### src/rtl/inst_pkg.sv
// Purpose: shared types, field widths and the MIPS field-to-word encoder.
// Latency: n/a (types and a pure combinational function).
// Backpressure: n/a.
package inst_pkg;

    localparam int OPCODE_W = 6;
    localparam int REG_W    = 5;
    localparam int FUNCT_W  = 6;
    localparam int IMM_W    = 16;
    localparam int INDEX_W  = 26;
    localparam int INST_W   = 32;

    // Instruction format selector; FMT_RSVD field sets are dropped and flagged.
    typedef enum logic [1:0] {
        FMT_R    = 2'd0,
        FMT_I    = 2'd1,
        FMT_J    = 2'd2,
        FMT_RSVD = 2'd3
    } fmt_t;

    // Loader control states.
    typedef enum logic [1:0] {
        ST_IDLE  = 2'd0,
        ST_RUN   = 2'd1,
        ST_DRAIN = 2'd2
    } state_t;

    // Every decoded field; each format uses only a subset.
    typedef struct packed {
        logic [OPCODE_W-1:0] opcode;
        logic [REG_W-1:0]    rs;
        logic [REG_W-1:0]    rt;
        logic [REG_W-1:0]    rd;
        logic [REG_W-1:0]    sa;
        logic [FUNCT_W-1:0]  funct;
        logic [IMM_W-1:0]    immediate;
        logic [INDEX_W-1:0]  inst_index;
    } inst_fields_t;

    // Pack the fields relevant to the format into one instruction word.
    function automatic logic [INST_W-1:0] encode_inst(input fmt_t fmt, input inst_fields_t f);
        logic [INST_W-1:0] w;
        w = '0;
        case (fmt)
            FMT_R:   w = {f.opcode, f.rs, f.rt, f.rd, f.sa, f.funct};
            FMT_I:   w = {f.opcode, f.rs, f.rt, f.immediate};
            FMT_J:   w = {f.opcode, f.inst_index};
            default: w = '0;
        endcase
        return w;
    endfunction

endpackage

### src/rtl/inst_fifo.sv
// Purpose: synchronous DEPTH-entry FIFO for encoded instruction words.
// Latency: a push is visible at the head one cycle later.
// Backpressure: push ignored when full, pop ignored when empty.
module inst_fifo #(
    parameter int DEPTH = 4,
    parameter int W     = 32
) (
    input  logic         clk,
    input  logic         rstn,
    input  logic         clr,
    input  logic         push,
    input  logic [W-1:0] push_dat,
    input  logic         pop,
    output logic         full,
    output logic         empty,
    output logic [W-1:0] head
);

    localparam int PTR_W = $clog2(DEPTH);

    // Pointers carry one extra wrap bit so full and empty are distinguishable.
    logic [PTR_W:0]   r_wptr;
    logic [PTR_W:0]   r_rptr;
    logic [W-1:0]     r_mem [DEPTH];
    logic             w_do_push;
    logic             w_do_pop;

    assign full      = (r_wptr[PTR_W] != r_rptr[PTR_W]) &&
                       (r_wptr[PTR_W-1:0] == r_rptr[PTR_W-1:0]);
    assign empty     = (r_wptr == r_rptr);
    assign head      = r_mem[r_rptr[PTR_W-1:0]];
    assign w_do_push = push && !full;
    assign w_do_pop  = pop && !empty;

    // Pointer update; a clear empties the FIFO regardless of push/pop.
    always_ff @(posedge clk or negedge rstn) begin
        if (!rstn) begin
            r_wptr <= '0;
            r_rptr <= '0;
        end else if (clr) begin
            r_wptr <= '0;
            r_rptr <= '0;
        end else begin
            if (w_do_push) r_wptr <= r_wptr + 1'b1;
            if (w_do_pop)  r_rptr <= r_rptr + 1'b1;
        end
    end

    // Storage needs no reset: entries are only read between push and pop.
    always_ff @(posedge clk) begin
        if (w_do_push) r_mem[r_wptr[PTR_W-1:0]] <= push_dat;
    end

endmodule

### src/rtl/inst_encoder.sv
// Purpose: encode MIPS field sets into words and write them to sequential imem addresses.
// Latency: accepted field set reaches mem_we/mem_wdata one cycle later at the earliest.
// Backpressure: in_ready drops when the FIFO is full; mem_ready low holds the current write.
module inst_encoder
    import inst_pkg::*;
#(
    parameter int DEPTH  = 4,
    parameter int ADDR_W = 14
) (
    input  logic                clk,
    input  logic                rstn,
    input  logic                start,
    input  logic [ADDR_W-1:0]   base_addr,
    input  logic                stop,
    input  logic                in_valid,
    output logic                in_ready,
    input  logic [1:0]          fmt,
    input  logic [OPCODE_W-1:0] opcode,
    input  logic [REG_W-1:0]    rs,
    input  logic [REG_W-1:0]    rt,
    input  logic [REG_W-1:0]    rd,
    input  logic [REG_W-1:0]    sa,
    input  logic [FUNCT_W-1:0]  funct,
    input  logic [IMM_W-1:0]    immediate,
    input  logic [INDEX_W-1:0]  inst_index,
    output logic                mem_we,
    output logic [ADDR_W-1:0]   mem_addr,
    output logic [INST_W-1:0]   mem_wdata,
    input  logic                mem_ready,
    output logic [ADDR_W:0]     word_count,
    output logic                done,
    output logic                err_fmt,
    output logic                wrapped
);

    state_t             r_state;
    state_t             w_state_nxt;
    logic [ADDR_W-1:0]  r_addr;
    logic [ADDR_W:0]    r_count;
    logic               r_err_fmt;
    logic               r_wrapped;

    fmt_t               w_fmt;
    inst_fields_t       w_fields;
    logic [INST_W-1:0]  w_enc;
    logic               w_in_ready;
    logic               w_accept;
    logic               w_push;
    logic               w_start;
    logic               w_full;
    logic               w_empty;
    logic [INST_W-1:0]  w_head;
    logic               w_wr_done;

    assign w_fmt    = fmt_t'(fmt);
    assign w_fields = '{opcode:     opcode,
                        rs:         rs,
                        rt:         rt,
                        rd:         rd,
                        sa:         sa,
                        funct:      funct,
                        immediate:  immediate,
                        inst_index: inst_index};
    assign w_enc    = encode_inst(w_fmt, w_fields);

    // Input side: only RUN accepts, and only while there is room.
    assign w_in_ready = (r_state == ST_RUN) && !w_full;
    assign w_accept   = in_valid && w_in_ready;
    // Reserved-format field sets are consumed but produce no word.
    assign w_push     = w_accept && (w_fmt != FMT_RSVD);
    assign w_start    = (r_state == ST_IDLE) && start;
    // The write port presents the FIFO head whenever anything is buffered.
    assign w_wr_done  = !w_empty && mem_ready;

    inst_fifo #(
        .DEPTH (DEPTH),
        .W     (INST_W)
    ) u_fifo (
        .clk      (clk),
        .rstn     (rstn),
        .clr      (w_start),
        .push     (w_push),
        .push_dat (w_enc),
        .pop      (w_wr_done),
        .full     (w_full),
        .empty    (w_empty),
        .head     (w_head)
    );

    // Next-state: DRAIN waits for the FIFO to empty, which also means no write is pending.
    always_comb begin
        w_state_nxt = r_state;
        case (r_state)
            ST_IDLE:  if (start)   w_state_nxt = ST_RUN;
            ST_RUN:   if (stop)    w_state_nxt = ST_DRAIN;
            ST_DRAIN: if (w_empty) w_state_nxt = ST_IDLE;
            default:               w_state_nxt = ST_IDLE;
        endcase
    end

    // State register.
    always_ff @(posedge clk or negedge rstn) begin
        if (!rstn) r_state <= ST_IDLE;
        else       r_state <= w_state_nxt;
    end

    // Address, word counter and sticky flags; a start re-arms all of them.
    always_ff @(posedge clk or negedge rstn) begin
        if (!rstn) begin
            r_addr    <= '0;
            r_count   <= '0;
            r_err_fmt <= 1'b0;
            r_wrapped <= 1'b0;
        end else if (w_start) begin
            r_addr    <= base_addr;
            r_count   <= '0;
            r_err_fmt <= 1'b0;
            r_wrapped <= 1'b0;
        end else begin
            if (w_accept && (w_fmt == FMT_RSVD)) r_err_fmt <= 1'b1;
            if (w_wr_done) begin
                r_addr <= r_addr + 1'b1;
                if (r_addr == {ADDR_W{1'b1}}) r_wrapped <= 1'b1;
                if (r_count != {(ADDR_W+1){1'b1}}) r_count <= r_count + 1'b1;
            end
        end
    end

    assign in_ready   = w_in_ready;
    assign mem_we     = !w_empty;
    assign mem_addr   = r_addr;
    // Gate with empty so stale storage never shows on the bus when idle or after reset.
    assign mem_wdata  = w_empty ? '0 : w_head;
    assign word_count = r_count;
    // DRAIN with an empty FIFO is exactly the cycle before returning to IDLE.
    assign done       = (r_state == ST_DRAIN) && w_empty;
    assign err_fmt    = r_err_fmt;
    assign wrapped    = r_wrapped;

endmodule

### config.mk
export PLATFORM = sky130hd
export DESIGN_NAME = inst_encoder
export DESIGN_NICKNAME = d
export VERILOG_FILES = /design/src/rtl/inst_pkg.sv /design/src/rtl/inst_fifo.sv /design/src/rtl/inst_encoder.sv
export SDC_FILE = /design/constraint.sdc
export NUM_CORES = 1
export LEC_CHECK = 0
export CAP_MARGIN = 20
export CORE_MARGIN = 5
export CORE_UTILIZATION = 43
export DETAILED_ROUTE_END_ITERATION = 7
export PLACE_DENSITY = 0.69
export SETUP_SLACK_MARGIN = 0.5
export SKIP_LAST_GASP = 1
export SYNTH_ARGS = -nofsm -noshare
export SYNTH_HDL_FRONTEND = slang
export SYNTH_SLANG_ARGS = --single-unit
### constraint.sdc
create_clock -name clk -period 5.7 [get_ports clk]
set_input_delay 1.14 -clock clk [delete_from_list [all_inputs] [get_ports clk]]
set_output_delay 1.14 -clock clk [all_outputs]
set_load 0.01 [all_outputs]
After elaboration in Yosys (flattened, before gate mapping)
Memories as Yosys holds them, arrays and structs flattened.
Cells that the tools add are included.
{"block": "classes", "magnitude_cmp": 0, "n_bitwise": 0, "n_addsub": 4, "mul": 0, "n_eq_ne": 14, "n_div": 0, "muxes": 22, "reduce_logical": 23, "shifts": 0}
{"cell": "$pmux 32 s3", "n": 1}
{"cell": "$mux 15", "n": 3}
{"cell": "$mux 32", "n": 1}
{"cell": "$mux 14", "n": 2}
{"cell": "$add 15x1->15 const B", "n": 1}
{"cell": "$ne 15x15->1 const B", "n": 1}
{"cell": "$add 14x1->14 const B", "n": 1}
{"cell": "$eq 14x14->1 const B", "n": 1}
{"cell": "$mux 3", "n": 4}
{"cell": "$reduce_bool 2->1", "n": 6}
{"cell": "$logic_and 1x1->1", "n": 10}
{"cell": "$mux 1", "n": 7}
{"cell": "$add 3x1->3 const B", "n": 2}
{"cell": "$eq 2x2->1 const B", "n": 3}
{"cell": "$mux 2", "n": 3}
{"cell": "$ne 2x2->1 const B", "n": 3}
{"cell": "$pmux 2 s3", "n": 1}
{"cell": "$eq 2x1->1 const B", "n": 2}
{"cell": "$logic_not 2->1", "n": 2}
{"cell": "$reduce_and 2->1", "n": 2}
{"cell": "$eq 3x3->1", "n": 1}
{"cell": "$reduce_and 3->1", "n": 1}
{"cell": "$eq 2x2->1", "n": 1}
{"cell": "$logic_not 1->1", "n": 2}
{"cell": "other kinds (2)", "n": 2}
{"block": "word_totals", "input_bits": 96, "mem_bits_ro": 0, "n_memories": 1, "ramBits": 128, "latch_bits": 0, "register_bits": 39, "out_inout_bits": 66, "wordCells": 71}
{"memory": "u_fifo.r_mem", "words": 4, "word_bits": 32, "read_ports": 1, "rd_ports_with_merged_regs": 0, "wr": 1, "line_no": "inst_fifo.sv:24", "text": "logic [W-1:0] r_mem [DEPTH];"}

Depth between registers and ports, before layout
Gate-level depths: netlist of the first run.
{"block": "depth", "ltp_word": 9, "mapped_depth": 7}

Cells and area by module
Synthesis of the first run repeated with hierarchy kept, for this count alone.
{"block": "hier_totals", "cells_unflattened": 547, "hier_area_um2": 7661.1}
{"module": "inst_fifo", "area_per_inst_um2": 5178.7, "seq_area_each_um2": 3993.8, "cells_each": 235, "n_inst": 1}
{"module": "inst_encoder", "area_per_inst_um2": 2482.4, "seq_area_each_um2": 825.8, "cells_each": 312, "n_inst": 1}

Least setup slack after synthesis of the first run
Ideal clock, no wire load.
{"block": "synth_timing", "path_type": "input to register", "startpoint": "input port fmt[0]", "endpoint": "memory u_fifo.r_mem[3][0] (enable)", "path_slack_ns": 2.328, "path_buffers": 1, "setup_ns": 0.421, "required_ns": 5.279, "t_arrival_ns": 2.951, "stages": 4, "cell_sequence": "buf_2 nand2_1 nand3_1 nor2_1"}
{"block": "synth_between", "elab_chain_cells": 5}
{"item": "start, declared", "line_no": "inst_encoder.sv:17", "text": "input logic [1:0] fmt,"}
{"item": "$ne 2x2->1", "line_no": "inst_encoder.sv:70", "text": "assign w_push = w_accept && (w_fmt != FMT_RSVD);"}
{"item": "$logic_and 1x1->1", "line_no": "inst_encoder.sv:70"}
{"item": "$logic_and 1x1->1", "line_no": "inst_fifo.sv:32", "text": "assign w_do_push = push && !full;"}
{"item": "$mux 1", "line_no": "inst_fifo.sv:51", "text": "if (w_do_push) r_mem[r_wptr[PTR_W-1:0]] <= push_dat;"}
{"item": "$mux 1 (implied by the code)", "line_no": "inst_fifo.sv:51"}
{"item": "end, declared", "line_no": "inst_fifo.sv:24"}
Every way passes these cells.

Worst setup path in the final report of the first run
{"block": "layout_timing", "startpoint": "register u_fifo.r_wptr[2]", "endpoint": "output port done"}
{"block": "layout_between", "elab_chain_cells": 2}
{"item": "start, declared", "line_no": "inst_fifo.sv:22", "text": "logic [PTR_W:0] r_wptr;"}
{"item": "start signal, assigned", "line_no": "inst_fifo.sv:44", "text": "if (w_do_push) r_wptr <= r_wptr + 1'b1;"}
{"item": "$eq 3x3->1", "line_no": "inst_fifo.sv:30", "text": "assign empty = (r_wptr == r_rptr);"}
{"item": "$logic_and 1x1->1", "line_no": "inst_encoder.sv:136", "text": "assign done = (r_state == ST_DRAIN) && w_empty;"}
{"item": "end, declared", "line_no": "inst_encoder.sv:31", "text": "output logic done,"}
Every way passes these cells.

==> results of run 1 <==
## cells by family (layout without fill, tap and decap cells)
group / count (synthesis) / in the layout
simple gates: 181 / 181
flops: 167 / 167
compound gates: 88 / 88
mux: 52 / 52
buf+inv: 51 / 222
xor+xnor: 11 / 11
fa+ha+maj: 7 / 7
## final cells by class
type	instances	area (sq um)	share of cell area
Tap cell	225	281.5	0.02788
Timing Repair Buffer	168	1679	0.1663
Inverter	22	82.58	0.008179
Sequential cell	167	4822	0.4776
Clock buffer	18	429.2	0.04251
Multi-Input combinational cell	339	2664	0.2638
Clock inverter	14	137.6	0.01363
## how the worst max path moves through the flow
stage                                      to        startpoint
after global routing                     done  u_fifo.r_wptr[2]
after detailed placement  u_fifo.r_mem[0][11]            fmt[1]
after CTS                                done  u_fifo.r_wptr[2]
after floorplan            u_fifo.r_mem[3][0]            fmt[0]
final                                    done  u_fifo.r_wptr[2]
after global placement     u_fifo.r_mem[0][4]            fmt[1]
## registers in the layout, indices dropped and copies added, names as in the netlist
name	cells
err_fmt	1
u_fifo.r_wptr	3
mem_addr	14
wrapped	1
u_fifo.r_mem	128
r_state	2
word_count	15
u_fifo.r_rptr	3
## worst max-delay path: cells and delay by family, from the launching register on
kind | cells | cell delay (ps)
XOR/XNOR | 1 | 240
AND/OR/NAND/NOR | 2 | 760
flip-flops | 1 | 450
buffers and inverters | 2 | 1170
## where the power goes
group | internal (mW) | switching (mW) | leakage, nW
Clock | 0.613 | 0.487 | 0.274
Combinational | 0.943 | 0.902 | 1.60
Sequential | 1.48 | 0.123 | 1.67
## cells in the mapped netlist, types with 3 or more instances
library cell,n
a31oi_1,11
and2_1,40
and4_1,6
inv_1,21
a311oi_1,3
or4_1,11
xnor2_1,8
nor2_1,17
or3_1,6
dfrtp_1,39
edfxtp_1,128
o31ai_1,11
nand4_1,11
nand2_1,52
and3_1,6
buf_2,7
a21oi_1,12
nand3_1,17
o21ai_0,38
mux2i_1,20
nor2b_1,3
ha_1,7
clkbuf_1,19
or2_2,4
mux4_2,32
## through the flow
step / instance area (sq um) / hold slack [ps]
after floorplan: 7672 / 482.4
after global placement: 9502 / 493.1
after detailed placement: 9529 / 507.4
after CTS: 10100 / 525.3
after global routing: 10100 / 567.4
final: 10100 / 515.3
## layer usage
layer / vias to the layer above / routed length, um / GRT usage
li1: 2458 / - / -
met2: 183 / 8819 / 0.3003
met1: 2553 / 7762 / 0.2419
met3: 16 / 1284 / 0.05291
met4: 0 / 262 / 0.05600
met5: - / 0 / 0
==> flow_metrics.py, run 1 <==
metrics = {
    "logic_synthesis": {
        "synth_top_cell_by_area": "edfxtp_1",
        "syn_inst": 557,
        "synthesis.area_sq_um": 7672,
        "synthSimpleGateAreaFrac": 0.1285,
        "synth_xor_area_frac": 0.01354,
        "synth.area.top_cells": "edfxtp_1 50%, dfrtp_1 13%, mux4_2 9.4%",
        "synth_nets": 660,
        "seq_area_frac_synth": 0.6282,
        "synth_top_area_share": 0.5010,
        "synth_edf_count": 128,
        "synthMuxAreaShare": 0.1200,
        "synthArstFlopShare": 0.2335,
        "ys_ff_latch": 167,
        "yosysWarnings": 0,
        "synthAdderAreaFrac": 0.01142,
        "synth_top_family_by_area": "simple AND/OR/NAND/NOR gates",
        "synthDistinctLibCells": 48,
        "syn_avg_cell_area_sq_um": 13.77,
        "synth_compound_area_frac": 0.07127,
        "synth_top_flop_cell": "edfxtp_1",
    },
    "clocking": {
        "postCtsSetupBuffers": 0,
        "clock_path_buffers": 2,
        "cts-hold-fix-buffers": 0,
        "cts_root_buffer": "clkbuf_16",
        "worstSkewPairLatency_ps": 430,
        "cts_made_buffers": 17,
        "cts_tree": "built",
        "cts.clk_slew.worst_paths_ps": 70,
        "h-tree-depth": 4,
        "cts.sinks": 167,
        "cts_resized": 0,
    },
    "critical_path": {
        "critPathRequiredTime_ps": 4560,
        "path_class": "flip-flop to output port",
        "start_kind": "flip-flop",
        "crit-reg2reg-launch": "u_fifo.r_rptr[0]",
        "arrival_ps": 3060,
        "cpMaxStageDelayCell": "inv_1",
        "rrSetupSlack_ps": 2590,
        "end_kind": "output port",
        "worst-r2r-cell-count": 5,
        "r2r-end": "u_fifo.r_mem[2][8]",
        "cp_max_fo": 34,
        "max_stage_delay_ps": 590,
        "worstPathCellList": "xor2_2 > nor3_2 > inv_1 > nor2_1 > clkdlybuf4s50_1",
    },
    "grt": {
        "grt_pass1_wl_um": 29100,
        "antenna_found_initial": 0,
        "track_usage": 0.1843,
        "grt_max_degree": 40,
        "grt_pass1_vias": 5407,
        "overflow": 0,
    },
    "floorplanning": {
        "pin_count": 162,
        "core_sq_um": 17420,
        "chipWidth_um": 143.6,
        "die_h_um": 143.6,
        "dieArea_sq_um": 20610,
        "initial_core_util": 0.4405,
        "rows": 48,
    },
    "hold_path": {
        "hold_class": "flip-flop to flip-flop",
        "min_to": "err_fmt",
        "min_path_cells": 2,
        "min_from": "err_fmt",
    },
    "flow_run": {
        "drv_cap": 0,
    },
    "timing": {
        "rsz0062_at_grt": "no",
        "setup_viol": 0,
        "timing.final.ws_setup_ps": 1501,
        "skew_ps": 8.885,
        "fmax_mhz": 238.1,
        "hold_violations": 0,
        "period_share": 0.7367,
        "slew_viol_final": 0,
        "worstMarginPinSlew_ps": 1087,
        "finalCriticalPeriod_ps": 4199,
        "relSlewSlack": 0.2734,
        "finalSetupTns_ps": 0,
    },
    "drt": {
        "drtIter0Drc": 426,
        "firstDrtPassIters": 6,
        "wirelength_um": 18130,
        "ant_nets": 0,
        "wl_per_cell_um": 19.02,
        "drc": 0,
        "num_vias": 5210,
        "via_per_inst": 5.467,
    },
    "layout": {
        "layout_common_cells": "160 x clkdlybuf4s50_1, 128 x edfxtp_1, 52 x nand2_1",
        "fillerInstances": 1346,
        "final_core_util": 0.5797,
        "final_common_cell": "clkdlybuf4s50_1",
        "drive_above_1_share": 0.1223,
        "nNetsFinal": 818,
        "fin_cells": 953,
        "diodes": 0,
        "area_growth_pct": 31.59,
    },
    "run_status": {
        "outcome": "completed",
    },
    "power_and_ir_drop": {
        "p_leak_nw": 3.539,
        "power_density_nw_per_um2": 451.0,
        "ir_worst_vdd_mv": 0.2914,
        "p_total_mw": 4.553,
    },
    "placed_design": {
        "detailed_place_hpwl_um": 12210,
        "dp_cells": 921,
        "pre_cts_ws_ps": 1629,
        "place.gp.congestion": 0.7957,
        "port_buffers": 161,
    },
}
No activity file was read; power rests on OpenSTA's default activity.
==> inputs of run 2 (changes only) <==
==> constraint.sdc (replaced) <==
create_clock -name clk -period 4.4 [get_ports clk]
set_input_delay 0.88 -clock clk [delete_from_list [all_inputs] [get_ports clk]]
set_output_delay 0.88 -clock clk [all_outputs]
set_load 0.01 [all_outputs]
==> run 2 against run 1 <==
Compared with the run above:
- sequential power rose by 30%
- register-to-register slack got worse by 1100 ps
- sequential share of layout area is 0.36 points lower
- via count decreased by 0.29%
- global-route usage down 0.51 points
- critical endpoint is now mem_wdata[0]
- largest cell class unchanged
==> flow_metrics.py, run 2 (synthesis gave the netlist of run 1 again) <==
metrics = {
    "layout": {
        "largest_reg_flops": 128,
        "diodes": 0,
        "final_common_cell": "clkdlybuf4s50_1",
        "drive_above_1_share": 0.1300,
        "layout_common_cells": "160 x clkdlybuf4s50_1, 128 x edfxtp_1, 52 x nand2_1",
        "nNetsFinal": 821,
        "final_core_util": 0.5841,
        "area_growth_pct": 32.60,
    },
    "critical_path": {
        "end_kind": "output port",
        "worst-r2r-cell-count": 5,
        "crit_top_cell": "buf_4",
        "cp_max_fo": 18,
        "cp.depth": 7,
        "worstPathCellList": "xor2_1 > nor3_2 > buf_4 > clkinvlp_4 > buf_4 > and2_1 > clkdlybuf4s50_1",
        "path_class": "flip-flop to output port",
        "path_buf_inv": 4,
        "cpMaxStageDelayCell": "clkdlybuf4s50_1",
        "critPathTopFamily": "buffers and inverters",
        "critPathRequiredTime_ps": 3520,
        "start_kind": "flip-flop",
        "arrival_ps": 2720,
        "max_stage_delay_ps": 540,
    },
    "timing": {
        "finalSetupTns_ps": 0,
        "finalCriticalPeriod_ps": 3599,
        "hold_violations": 0,
        "rsz0062_at_grt": "no",
        "fmax_mhz": 277.9,
        "slew_viol_final": 0,
        "skew_ps": 14.72,
        "setup_viol": 0,
        "timing.final.ws_setup_ps": 801.3,
        "worstMarginPinSlew_ps": 982.6,
        "relSlewSlack": 0.3394,
        "hold-worst-slack_ps": 518.2,
        "period_share": 0.8179,
    },
    "drt": {
        "via_per_inst": 5.434,
        "firstDrtPassIters": 4,
        "ant_nets": 0,
        "num_vias": 5195,
        "drc": 0,
        "drtIter0Drc": 359,
        "wl_per_cell_um": 18.60,
        "wirelength_um": 17780,
    },
    "power_and_ir_drop": {
        "p_leak_nw": 3.578,
        "ir_worst_vdd_mv": 0.3583,
        "power_density_nw_per_um2": 597.6,
    },
    "clocking": {
        "cts.clk_slew.worst_paths_ps": 60,
        "clock_path_buffers": 2,
        "cts.sinks": 167,
        "worstSkewPairLatency_ps": 420,
        "cts_tree": "built",
        "cts-hold-fix-buffers": 0,
        "cts_made_buffers": 17,
        "h-tree-depth": 4,
        "cts_root_buffer": "clkbuf_16",
        "postCtsSetupBuffers": 0,
    },
    "grt": {
        "grt_max_degree": 40,
        "grt_pass1_wl_um": 28660,
        "grt_pass1_vias": 5508,
        "overflow": 0,
        "track_usage": 0.1792,
        "antenna_found_initial": 0,
    },
    "floorplanning": {
        "pin_count": 162,
        "core_sq_um": 17420,
        "chipWidth_um": 143.6,
        "initial_core_util": 0.4405,
        "dieArea_sq_um": 20610,
        "die_h_um": 143.6,
        "rows": 48,
    },
    "placed_design": {
        "port_buffers": 161,
        "pre_cts_ws_ps": 967.0,
        "detailed_place_hpwl_um": 12030,
        "place.gp.congestion": 0.8525,
    },
    "flow_run": {
        "drv_cap": 0,
    },
    "run_status": {
        "outcome": "completed",
    },
    "hold_path": {
        "min_path_cells": 2,
        "hold_class": "flip-flop to flip-flop",
    },
}
run 2: cell type report:
class / count / area (sq um)
multi-input cells: 339 / 2664
well taps: 225 / 281.5
flip-flops and latches: 167 / 4822
inverters: 22 / 86.33
repair buffers: 171 / 1685
clock inverters: 15 / 209.0
fillers: 1383 / 7243
clock buffers: 17 / 425.4
run 2: final timing paths:
| check | from | to | slack (ps) |
|---|---|---|---|
| setup / recovery | u_fifo.r_wptr[0] | mem_wdata[0] | 800 |
| hold / removal | err_fmt | err_fmt | 520 |
| setup reg to reg | u_fifo.r_rptr[0] | u_fifo.r_mem[0][31] | 1490 |
| hold reg to reg | err_fmt | err_fmt | 520 |
| max in group asynchronous | rstn | u_fifo.r_rptr[0] | 3180 |
| min in group asynchronous | rstn | mem_addr[9] | 590 |
run 2: through the flow:
stage	power, mW	std cells	cell area, sq um
final	6.080	956	10170
after global routing	6.430	956	10170
after global placement	4.525	924	9532
after CTS	6.148	956	10170
after detailed placement	4.568	924	9532
after floorplan	3.372	557	7672
run 2: tightest hold or removal path, stage by stage (launching register included):
cell,delay [ps]
dfrtp_1,360
a41oi_1,50
nor2_1,80
run 2: timing repair:
item,CTS,global route
setup endpoints to repair,0,18
resized for setup,0,2
hold endpoints to repair,0,0
run 2: where the power goes:
| part | internal, mW | switching (mW) | leakage [nW] |
|---|---|---|---|
| clock | 0.920 | 0.644 | 0.308 |
| sequential | 1.92 | 0.164 | 1.67 |
| combinational | 1.25 | 1.18 | 1.60 |
run 2: metal layers:
layer  track usage  vias to the layer above  routed length (um)
met1        0.2338                     2537                7622
met2        0.3025                      175                8916
met3       0.03894                       23                1017
met4       0.05500                        0                 225
met5             0                        -                   0
li1              -                     2460                   -
